### src/rtl/gfx_cmd_pkg.sv
// Opcode map, trigger-argument lookup and status bit positions shared by the
// command queue and anything that decodes its status register.
package gfx_cmd_pkg;

  localparam logic [7:0] OP_PUTC  = 8'h00;  // char, attr      -> trigger arg1
  localparam logic [7:0] OP_CLEAR = 8'h01;  // fill colour     -> trigger arg0
  localparam logic [7:0] OP_PIXEL = 8'h02;  // x, y, colour    -> trigger arg2
  localparam logic [7:0] OP_LINE  = 8'h03;  // x0,y0,x1,y1,c   -> trigger arg4
  localparam logic [7:0] OP_RECT  = 8'h04;  // x,y,w,h,c       -> trigger arg4
  localparam logic [7:0] OP_BLIT  = 8'h05;  // 11 args         -> trigger arg10

  // First argument register address
  localparam int ARG_BASE = 2;

  localparam int ST_BUSY     = 0;
  localparam int ST_ERROR    = 1;
  localparam int ST_OVERFLOW = 2;
  localparam int ST_FULL     = 3;
  localparam int ST_IRQ      = 4;
  localparam int ST_READY    = 7;

  typedef enum logic [1:0] {S_IDLE, S_OFFER, S_WAIT} issue_state_e;

  function automatic logic opcode_valid(input logic [7:0] op);
    return op <= OP_BLIT;
  endfunction

  // Register address whose write snapshots the command. Unknown opcodes map
  // to arg0 so that the CPU's usual first arg write flags the error.
  function automatic logic [7:0] trigger_idx(input logic [7:0] op);
    case (op)
      OP_PUTC:  return 8'(ARG_BASE + 1);
      OP_CLEAR: return 8'(ARG_BASE + 0);
      OP_PIXEL: return 8'(ARG_BASE + 2);
      OP_LINE:  return 8'(ARG_BASE + 4);
      OP_RECT:  return 8'(ARG_BASE + 4);
      OP_BLIT:  return 8'(ARG_BASE + 10);
      default:  return 8'(ARG_BASE);
    endcase
  endfunction

endpackage

### src/rtl/cmd_fifo.sv
// Synchronous FIFO of snapshotted commands. Flush may keep the head entry
// (keep_head) so a command already offered to the executor survives it.
module cmd_fifo #(
  parameter int WIDTH = 96,
  parameter int DEPTH = 4
)(
  input  logic             phi2,
  input  logic             reset_n,
  input  logic             push,
  input  logic             pop,
  input  logic             flush,
  input  logic             keep_head,
  input  logic [WIDTH-1:0] wdata,
  output logic [WIDTH-1:0] rdata,
  output logic             full,
  output logic             empty
);
  localparam int PW = $clog2(DEPTH);

  logic [WIDTH-1:0] mem [DEPTH];
  logic [PW-1:0]    rd_ptr, wr_ptr;
  logic [PW:0]      count;
  logic             do_push, do_pop, keep;

  assign full    = count == (PW+1)'(DEPTH);
  assign empty   = count == '0;
  assign do_pop  = pop & ~empty;
  // A pop frees the slot the push needs; a flush swallows the push.
  assign do_push = push & (~full | do_pop) & ~flush;
  assign keep    = keep_head & ~do_pop & ~empty;
  assign rdata   = mem[rd_ptr];

  // Pointer and occupancy bookkeeping
  always_ff @(posedge phi2 or negedge reset_n) begin
    if (!reset_n) begin
      rd_ptr <= '0;
      wr_ptr <= '0;
      count  <= '0;
    end else if (flush) begin
      rd_ptr <= rd_ptr + PW'(do_pop);
      wr_ptr <= rd_ptr + PW'(do_pop | keep);
      count  <= (PW+1)'(keep);
    end else begin
      rd_ptr <= rd_ptr + PW'(do_pop);
      wr_ptr <= wr_ptr + PW'(do_push);
      count  <= count + (PW+1)'(do_push) - (PW+1)'(do_pop);
    end
  end

  // Entry storage
  always_ff @(posedge phi2) begin
    if (do_push) mem[wr_ptr] <= wdata;
  end

endmodule

### src/rtl/cpu_cmd_queue.sv
// CPU register window that stages graphics commands and queues them for the
// executor. Optional macro CMD_IRQ_EN adds the irq_n output and IRQ_PEND bit.
module cpu_cmd_queue
  import gfx_cmd_pkg::*;
#(
  parameter int ADDR_W      = 4,
  parameter int NUM_ARGS    = 11,
  parameter int QUEUE_DEPTH = 4
)(
  input  logic                  phi2,
  input  logic                  reset_n,
  input  logic [ADDR_W-1:0]     addr,
  input  logic [7:0]            data_in,
  output logic [7:0]            data_out,
  output logic                  data_oe,
  input  logic                  rw,
  input  logic                  ce0,
  input  logic                  ce1b,
  output logic                  cmd_valid,
  input  logic                  cmd_ready,
  output logic [7:0]            cmd_opcode,
  output logic [8*NUM_ARGS-1:0] cmd_args,
  input  logic                  exec_done,
  input  logic                  exec_error,
  input  logic [7:0]            result_0,
  input  logic [7:0]            result_1,
`ifdef CMD_IRQ_EN
  output logic                  irq_n,
`endif
  output logic [7:0]            mode_control
);
  localparam int TOP = 2**ADDR_W - 1;
  localparam int FW  = 8*(NUM_ARGS+1);

  logic                     sel, wr, rd, is_top, flush, trig, op_ok;
  logic                     push_req, trig_err, pop, full, empty, busy;
  logic                     err_set, ovf_set, status_rd, rd_top_q;
  logic                     err_q, ovf_q, irq_pend;
  logic [7:0]               opcode_q, trig_addr, status, rd_val;
  logic [NUM_ARGS-1:0][7:0] arg_q, args_next;
  logic [FW-1:0]            head;
  issue_state_e             state;

  assign sel       = ce0 & ~ce1b;
  assign wr        = sel & ~rw;
  assign rd        = sel & rw;
  assign is_top    = addr == ADDR_W'(TOP);
  assign flush     = wr & is_top & data_in[0];
  assign op_ok     = opcode_valid(opcode_q) && (int'(trigger_idx(opcode_q)) <= NUM_ARGS + 1);
  assign trig_addr = op_ok ? trigger_idx(opcode_q) : 8'(ARG_BASE);
  assign trig      = wr && (16'(addr) == 16'(trig_addr));
  assign push_req  = trig & op_ok;
  assign trig_err  = trig & ~op_ok;
  assign pop       = (state == S_OFFER) & cmd_ready;
  assign ovf_set   = push_req & ~flush & full & ~pop;
  assign err_set   = trig_err | ((state == S_WAIT) & exec_error);
  assign status_rd = rd & is_top & ~rd_top_q;
  assign busy      = (state != S_IDLE) | ~empty;
  assign status    = {~full, 2'b00, irq_pend, full, ovf_q, err_q, busy};

  // Staged args with this cycle's write folded in, so the trigger byte lands in the push
  always_comb begin
    args_next = arg_q;
    for (int i = 0; i < NUM_ARGS; i++)
      if (wr && addr == ADDR_W'(i + ARG_BASE)) args_next[i] = data_in;
  end

  // CPU read decode
  always_comb begin
    rd_val = 8'h00;
    if (addr == ADDR_W'(0))            rd_val = mode_control;
    else if (addr == ADDR_W'(1))       rd_val = opcode_q;
    else if (is_top)                   rd_val = status;
    else if (addr == ADDR_W'(TOP - 1)) rd_val = result_1;
    else if (addr == ADDR_W'(TOP - 2)) rd_val = result_0;
    else
      for (int i = 0; i < NUM_ARGS; i++)
        if (addr == ADDR_W'(i + ARG_BASE)) rd_val = arg_q[i];
  end

  cmd_fifo #(.WIDTH(FW), .DEPTH(QUEUE_DEPTH)) u_fifo (
    .phi2      (phi2),
    .reset_n   (reset_n),
    .push      (push_req),
    .pop       (pop),
    .flush     (flush),
    .keep_head (state == S_OFFER),
    .wdata     ({opcode_q, args_next}),
    .rdata     (head),
    .full      (full),
    .empty     (empty)
  );

  // Register window, read port and sticky status flags (set wins over clear)
  always_ff @(posedge phi2 or negedge reset_n) begin
    if (!reset_n) begin
      mode_control <= 8'h00;
      opcode_q     <= 8'h00;
      arg_q        <= '0;
      data_out     <= 8'h00;
      data_oe      <= 1'b0;
      rd_top_q     <= 1'b0;
      err_q        <= 1'b0;
      ovf_q        <= 1'b0;
    end else begin
      if (wr && addr == ADDR_W'(0)) mode_control <= data_in;
      if (wr && addr == ADDR_W'(1)) opcode_q     <= data_in;
      arg_q    <= args_next;
      if (rd) data_out <= rd_val;
      data_oe  <= rd;
      rd_top_q <= rd & is_top;
      err_q    <= err_set | (err_q & ~status_rd);
      ovf_q    <= ovf_set | (ovf_q & ~status_rd);
    end
  end

  // Issue FSM: offer FIFO head, pop on accept, wait for executor completion
  always_ff @(posedge phi2 or negedge reset_n) begin
    if (!reset_n) begin
      state      <= S_IDLE;
      cmd_valid  <= 1'b0;
      cmd_opcode <= 8'h00;
      cmd_args   <= '0;
    end else begin
      case (state)
        S_IDLE:
          if (!empty && !flush) begin
            state      <= S_OFFER;
            cmd_valid  <= 1'b1;
            cmd_opcode <= head[FW-1 -: 8];
            cmd_args   <= head[8*NUM_ARGS-1:0];
          end
        S_OFFER:
          if (cmd_ready) begin
            state     <= S_WAIT;
            cmd_valid <= 1'b0;
          end
        S_WAIT:
          if (exec_done || exec_error) state <= S_IDLE;
        default: begin
          state     <= S_IDLE;
          cmd_valid <= 1'b0;
        end
      endcase
    end
  end

`ifdef CMD_IRQ_EN
  // Interrupt pending: completion or new error/overflow, cleared by status read
  always_ff @(posedge phi2 or negedge reset_n) begin
    if (!reset_n) irq_pend <= 1'b0;
    else irq_pend <= ((state == S_WAIT) & (exec_done | exec_error)) | err_set | ovf_set
                     | (irq_pend & ~status_rd);
  end
  assign irq_n = ~irq_pend;
`else
  assign irq_pend = 1'b0;
`endif

endmodule

### config.mk
export PLATFORM = sky130hd
export DESIGN_NAME = cpu_cmd_queue
export DESIGN_NICKNAME = d
export VERILOG_FILES = /design/src/rtl/gfx_cmd_pkg.sv /design/src/rtl/cmd_fifo.sv /design/src/rtl/cpu_cmd_queue.sv
export SDC_FILE = /design/constraint.sdc
export NUM_CORES = 1
export LEC_CHECK = 0
export BUFFER_PORTS_ARGS = -buffer_cell sky130_fd_sc_hd__buf_2
export CAP_MARGIN = 15
export CORE_MARGIN = 10
export CORE_UTILIZATION = 35
export CTS_CLUSTER_DIAMETER = 60
export DETAILED_ROUTE_END_ITERATION = 8
export HOLD_SLACK_MARGIN = 0.06
export PLACE_DENSITY = 0.5
export SYNTH_ARGS = -nofsm -noshare
export SYNTH_HDL_FRONTEND = slang
export SYNTH_SLANG_ARGS = --single-unit
export TNS_END_PERCENT = 20
### constraint.sdc
create_clock -name phi2 -period 17.5 [get_ports phi2]
set_input_delay 3.5 -clock phi2 [delete_from_list [all_inputs] [get_ports phi2]]
set_output_delay 3.5 -clock phi2 [all_outputs]
set_load 0.02 [all_outputs]
=== Word level (Yosys, flattened, before mapping) ===
Memory sizes are Yosys's and may differ from the RTL's. A register that Yosys moved wholly into a read port is not among the register bits.
Index checks and enable logic that the tools add are counted.

* Register bits after elaboration: 126
* RAM bits: 384
* Bits of input ports: 36
* Word-level logic and storage cells: 164
* Memories: 1

* Add/sub/neg operators: 5
* Magnitude comparators: 2
* Eq/ne operators: 26
* Mux-type cells: 40
* Bitwise logic cells: 38
* Reductions and logical operators: 29

{| class="wikitable"
|+ Memories
! name !! words !! bits a word !! read ports !! clocked after Yosys merged registers in !! wr ports !! line !! text
|-
| u_fifo.mem || 4 || 96 || 1 || 1 || 1 || cmd_fifo.sv:20 || <nowiki>logic [WIDTH-1:0] mem [DEPTH];</nowiki>
|}

{| class="wikitable"
|+ Operator list
! cell !! number
|-
| 2-to-1 mux 8 bit || 28
|-
| equality test 4 bit (second input constant) || 8
|-
| bitwise AND 1 bit || 21
|-
| equality test 4 x 3 -> 1 bit (second input constant) || 4
|-
| equality test 8 x 2 -> 1 bit (second input constant) || 2
|-
| equality test 8 x 3 -> 1 bit (second input constant) || 2
|-
| logical AND 1 bit || 16
|-
| one-hot mux 4 bit (4 select lines) || 1
|-
| NOT 1 bit || 11
|-
| equality test 4 x 2 -> 1 bit (second input constant) || 2
|-
| equality test 4 x 8 -> 1 bit || 1
|-
| <= comparator 8 x 3 -> 1 bit (second input constant) || 1
|-
| <= comparator 8 x 4 -> 1 bit (second input constant) || 1
|-
| zero test 8 bit || 1
|-
| 2-to-1 mux 2 bit || 4
|-
| OR 1 bit || 6
|-
| one-hot mux 2 bit (3 select lines) || 1
|-
| AND reduction 3 bit || 2
|-
| adder 2 x 1 -> 2 bit || 2
|-
| equality test 4 x 1 -> 1 bit (second input constant) || 1
|-
| zero test 4 bit || 1
|-
| 2-to-1 mux 1 bit || 4
|-
| inequality test 2 bit (second input constant) || 2
|-
| adder 3 x 1 -> 3 bit || 1
|-
| 15 further kinds || 17
|}

=== Depth between registers and ports, before layout ===
* Word-level depth: 17
* Mapped depth: 13

=== Modules after synthesis ===
Synthesis repeated with hierarchy kept, for this count alone.

* Cell total of the unflattened synthesis: 1326
* Area, all modules: 24164.4 um^2

{| class="wikitable"
|+ Modules (own cells, without submodules)
! module !! instances !! cells an instance !! area an instance (um^2) !! sequential area each (um^2)
|-
| cmd_fifo || 1 || 543 || 14315.0 || 11706.2
|-
| cpu_cmd_queue || 1 || 783 || 9849.4 || 5380.2
|}

=== Worst setup path before layout ===
No wires, ideal clock.

* Kind: input to register
* From: in addr[1]
* To: mem u_fifo.mem[1][0] (enable)
* Library setup time: 688 ps
* Data arrival time: 11833 ps
* Required time: 16812 ps
* Setup slack: 4978 ps
* Cell stages on the path: 6
* Cells stage by stage: clkbuf_1 or3_1 o31ai_2 a2111oi_1 or4_4 nor3b_1

* Cells in the longest elaborated chain, start to end: 7
* Elaborated cells on any way between the ends: 11
* Classes of those cells: eq/ne (2); mux (2); bitwise (6); reduce/logical (1)

{| class="wikitable"
|+ Ends and longest elaborated chain
! item !! line !! text
|-
| start: declaration || cpu_cmd_queue.sv:12 || <nowiki>input logic [ADDR_W-1:0] addr,</nowiki>
|-
| equality test 4 x 8 -> 1 bit or equality test 4 bit (tied branches) || cpu_cmd_queue.sv:51, cpu_cmd_queue.sv:47 ||
|-
| logical AND 1 bit or bitwise AND 1 bit (tied branches) || cpu_cmd_queue.sv:51, cpu_cmd_queue.sv:48 ||
|-
| bitwise AND 1 bit, on equally long branches || cpu_cmd_queue.sv:52, cpu_cmd_queue.sv:48 ||
|-
| bitwise AND 1 bit or NOT 1 bit (tied branches) || cmd_fifo.sv:29 || <nowiki>assign do_push = push & (~full | do_pop) & ~flush;</nowiki>
|-
| bitwise AND 1 bit (*) || cmd_fifo.sv:29 ||
|-
| 2-to-1 mux 1 bit (*) || cmd_fifo.sv:52 || <nowiki>if (do_push) mem[wr_ptr] <= wdata;</nowiki>
|-
| 2-to-1 mux 1 bit (implied by the code) (*) || cmd_fifo.sv:52 ||
|-
| end: declaration || cmd_fifo.sv:20 ||
|}

Every way passes the cells marked *; elsewhere a longest branch is shown, timed or not.

=== Worst setup path in the final report ===
* From: in addr[0]
* To: mem u_fifo.mem[1][61] (enable)

The elaborated chain is that of the path after synthesis.

==> impl_metrics.py <==
metrics = {
    "status": {
        "outcome": "complete, no violations",
    },
    "global_route": {
        "antenna_found_initial": 3,
        "grt_pass1_vias": 13510,
        "track_usage": 0.1590,
        "grt_max_degree": 118,
        "grt-ovfl-total": 0,
        "grt_pass1_wl_um": 92690,
    },
    "sta": {
        "setup_ws_ns": 11.09,
        "whs_ns": 0.4980,
        "min_period_over_period": 0.3666,
        "fin_crit_ns": 6.415,
        "final.setup.tns_ns": 0,
        "hold_viol_final": 0,
        "maxSlewHeadroom": 0.3212,
        "grt_setup_unrepaired": "no",
        "skew_ns": 0.02602,
        "worst_pin_slew_ns": 1.018,
        "max_freq_mhz": 155.9,
        "setup_viol": 0,
        "slew_violations": 0,
    },
    "layout": {
        "fin_util": 0.4132,
        "fin_cells": 2405,
        "nFillCells": 6140,
        "final_cell_area_um2": 27900,
        "syn_to_final_growth_pct": 16.58,
        "drive_gt1_frac": 0.3812,
        "num_antenna_cells": 0,
        "nNetsFinal": 1519,
        "seq_area_um2": 17090,
        "multi_input_area_um2": 6520,
    },
    "yosys": {
        "async_flop_share": 0.3663,
        "postSynthAreaPerCell_um2": 18.20,
        "syn-num-nets": 1357,
        "synth_commonest_cells": "384 x edfxtp_1, 222 x dfrtp_1, 201 x mux2_2, 96 x mux4_2, 62 x clkbuf_1",
        "yosysMostFrequentCell": "edfxtp_1",
        "ys_types": 74,
        "synthFlopType": "edfxtp_1",
        "ys_seq_elements": 606,
        "yosysTopAreaCellShare": 0.4819,
        "synth_edf_count": 384,
        "ys_warn_count": 0,
        "mappedNetlistArea_um2": 23930,
        "post_synth_main_area_contributors": "edfxtp_1 48%, dfrtp_1 23%, mux2_2 9.5%, mux4_2 9.0%, clkbuf_1 0.97%",
        "yosysSeqAreaShare": 0.7140,
        "synth_area_leader_cell": "edfxtp_1",
        "postSynthCellCount": 1315,
    },
    "clock_tree": {
        "htree_num_levels": 3,
        "cts_root_buffer": "clkbuf_16",
        "cts_buffers": 68,
        "cts_setup_buffers": 0,
        "post_cts_resized": 0,
        "cts_tree": "built",
        "cts_sinks": 606,
        "clk_path_buf_depth": 3,
        "clk_pin_slew_worst_paths_ns": 0.06,
        "hold_buffers": 0,
        "clock_latency_ns": 0.61,
    },
    "critical_path": {
        "cp_common_cell": "buf_4",
        "cp_num_buf_inv": 3,
        "slowest_delay_ns": 0.66,
        "path_delay_family": "simple AND/OR/NAND/NOR gates",
        "cp.required_ns": 17.71,
        "r2r_cells": 6,
        "cp_num_cells": 8,
        "crit_start": "addr[0]",
        "cp_max_fo": 55,
        "reg2reg_from": "opcode_q[5]",
        "critPathArrivalTime_ns": 6.63,
        "crit_path_end_kind": "flip-flop",
        "cp-start-kind": "primary input",
        "path_cells": "buf_2 -> buf_4 -> nand2_1 -> nor3_1 -> a2111oi_1 -> or4_4 -> nor3b_2 -> buf_4",
        "cp_slowest_cell": "buf_4",
        "worstSetupPathType": "primary input to flip-flop",
    },
    "job": {
        "cap_violations": 0,
    },
    "placement": {
        "gp_congestion": 0.8894,
        "placed_cells": 2280,
        "dp_slack_ns": 10.49,
        "io_buffers": 149,
        "hpwl_um": 40920,
        "place_area_um2": 25670,
    },
    "pwr": {
        "p_per_area_nw_per_um2": 158.1,
        "max-vdd-ir-drop_v": 0.00009201,
        "power.total_mw": 4.410,
        "power_leakage_nw": 10.33,
    },
    "min_path": {
        "min_from": "cmd_args[7]",
        "min_path_type": "flip-flop to flip-flop",
        "holdPathStages": 1,
    },
    "floorplan": {
        "ioPinCount": 150,
        "core_um2": 67510,
        "die_h_um": 281.5,
        "row_count": 95,
        "die_w_um": 281.5,
        "die_area_um2": 79230,
        "initial_utilization": 0.3544,
    },
    "route": {
        "vias": 12770,
        "routed_wl_um": 63060,
        "drtPass1Iterations": 5,
        "drc": 0,
        "wl_per_cell_um": 26.22,
        "first_iter_violations": 974,
        "vias_per_cell": 5.308,
        "drtAntennaViolNets": 0,
    },
}
sequential cells by signal, summed over array words and instances, names as in the netlist:
| name | cells |
|---|---|
| data_oe | 1 |
| u_fifo.wr_ptr | 2 |
| data_out | 8 |
| cmd_valid | 1 |
| u_fifo.mem | 384 |
| cmd_opcode | 8 |
| mode_control | 8 |
| rd_top_q | 1 |
| state | 2 |
| ovf_q | 1 |
| arg_q | 88 |
| err_q | 1 |
| u_fifo.rd_ptr | 2 |
| cmd_args | 88 |
| opcode_q | 8 |
| u_fifo.count | 3 |
final timing paths:
kind                            slack [ns]                 to
worst max-delay path                 11.09  u_fifo.mem[1][61]
worst min-delay path                  0.50        cmd_args[7]
worst max register to register       13.73  u_fifo.mem[1][61]
worst min register to register        0.50        cmd_args[7]
max in group asynchronous            12.49          arg_q[27]
min in group asynchronous             2.95       cmd_args[81]
metal layers:
metal / track usage / vias to the layer above / routed length, um
met5: 0 / - / 7
met4: 0.05471 / 2 / 1522
met3: 0.03406 / 89 / 3507
met2: 0.2578 / 365 / 30690
met1: 0.2094 / 6779 / 27330
li1: - / 5531 / -
layout make-up:
type | count | share of cell area
clock buffers | 109 | 0.07463
clock inverters | 16 | 0.005202
inverters | 12 | 0.001614
multi-input cells | 618 | 0.2337
flip-flops and latches | 606 | 0.6127
well taps | 873 | 0.03915
repair buffers | 171 | 0.03301
report_power, final:
part | total, mW | switching (mW) | internal, mW
registers | 1.87 | 0.146 | 1.73
logic | 1.14 | 0.605 | 0.534
clock network | 1.40 | 0.565 | 0.835
logic make-up (layout without fill, tap and decap cells):
kind of cell,count (synthesis),count (layout),share of synthesized area
AOI/OAI and AO/OA,137,137,0.04010
xor gates and xnor gates,7,7,0.002562
adders and majority gates,6,6,0.003451
buffers and inverters,91,308,0.01485
DFF,606,606,0.7140
muxes,303,303,0.1874
and+or+nand+nor,165,165,0.03759
cell usage in the layout, fill, tap and decap left out, drive strengths merged, types with 7 or more instances in the layout:
cell / count
o21ai: 23
clkinv: 12
nor3: 8
a31oi: 8
mux4: 96
buf: 171
a221oi: 7
edfxtp: 384
dfrtp: 222
nor2: 24
inv: 15
o22ai: 9
nor2b: 12
mux2: 201
nand3b: 9
clkbuf: 109
a21oi: 26
nand2: 44
and2: 8
o31ai: 7
nand3: 15
(Power assumes the default switching activity.)
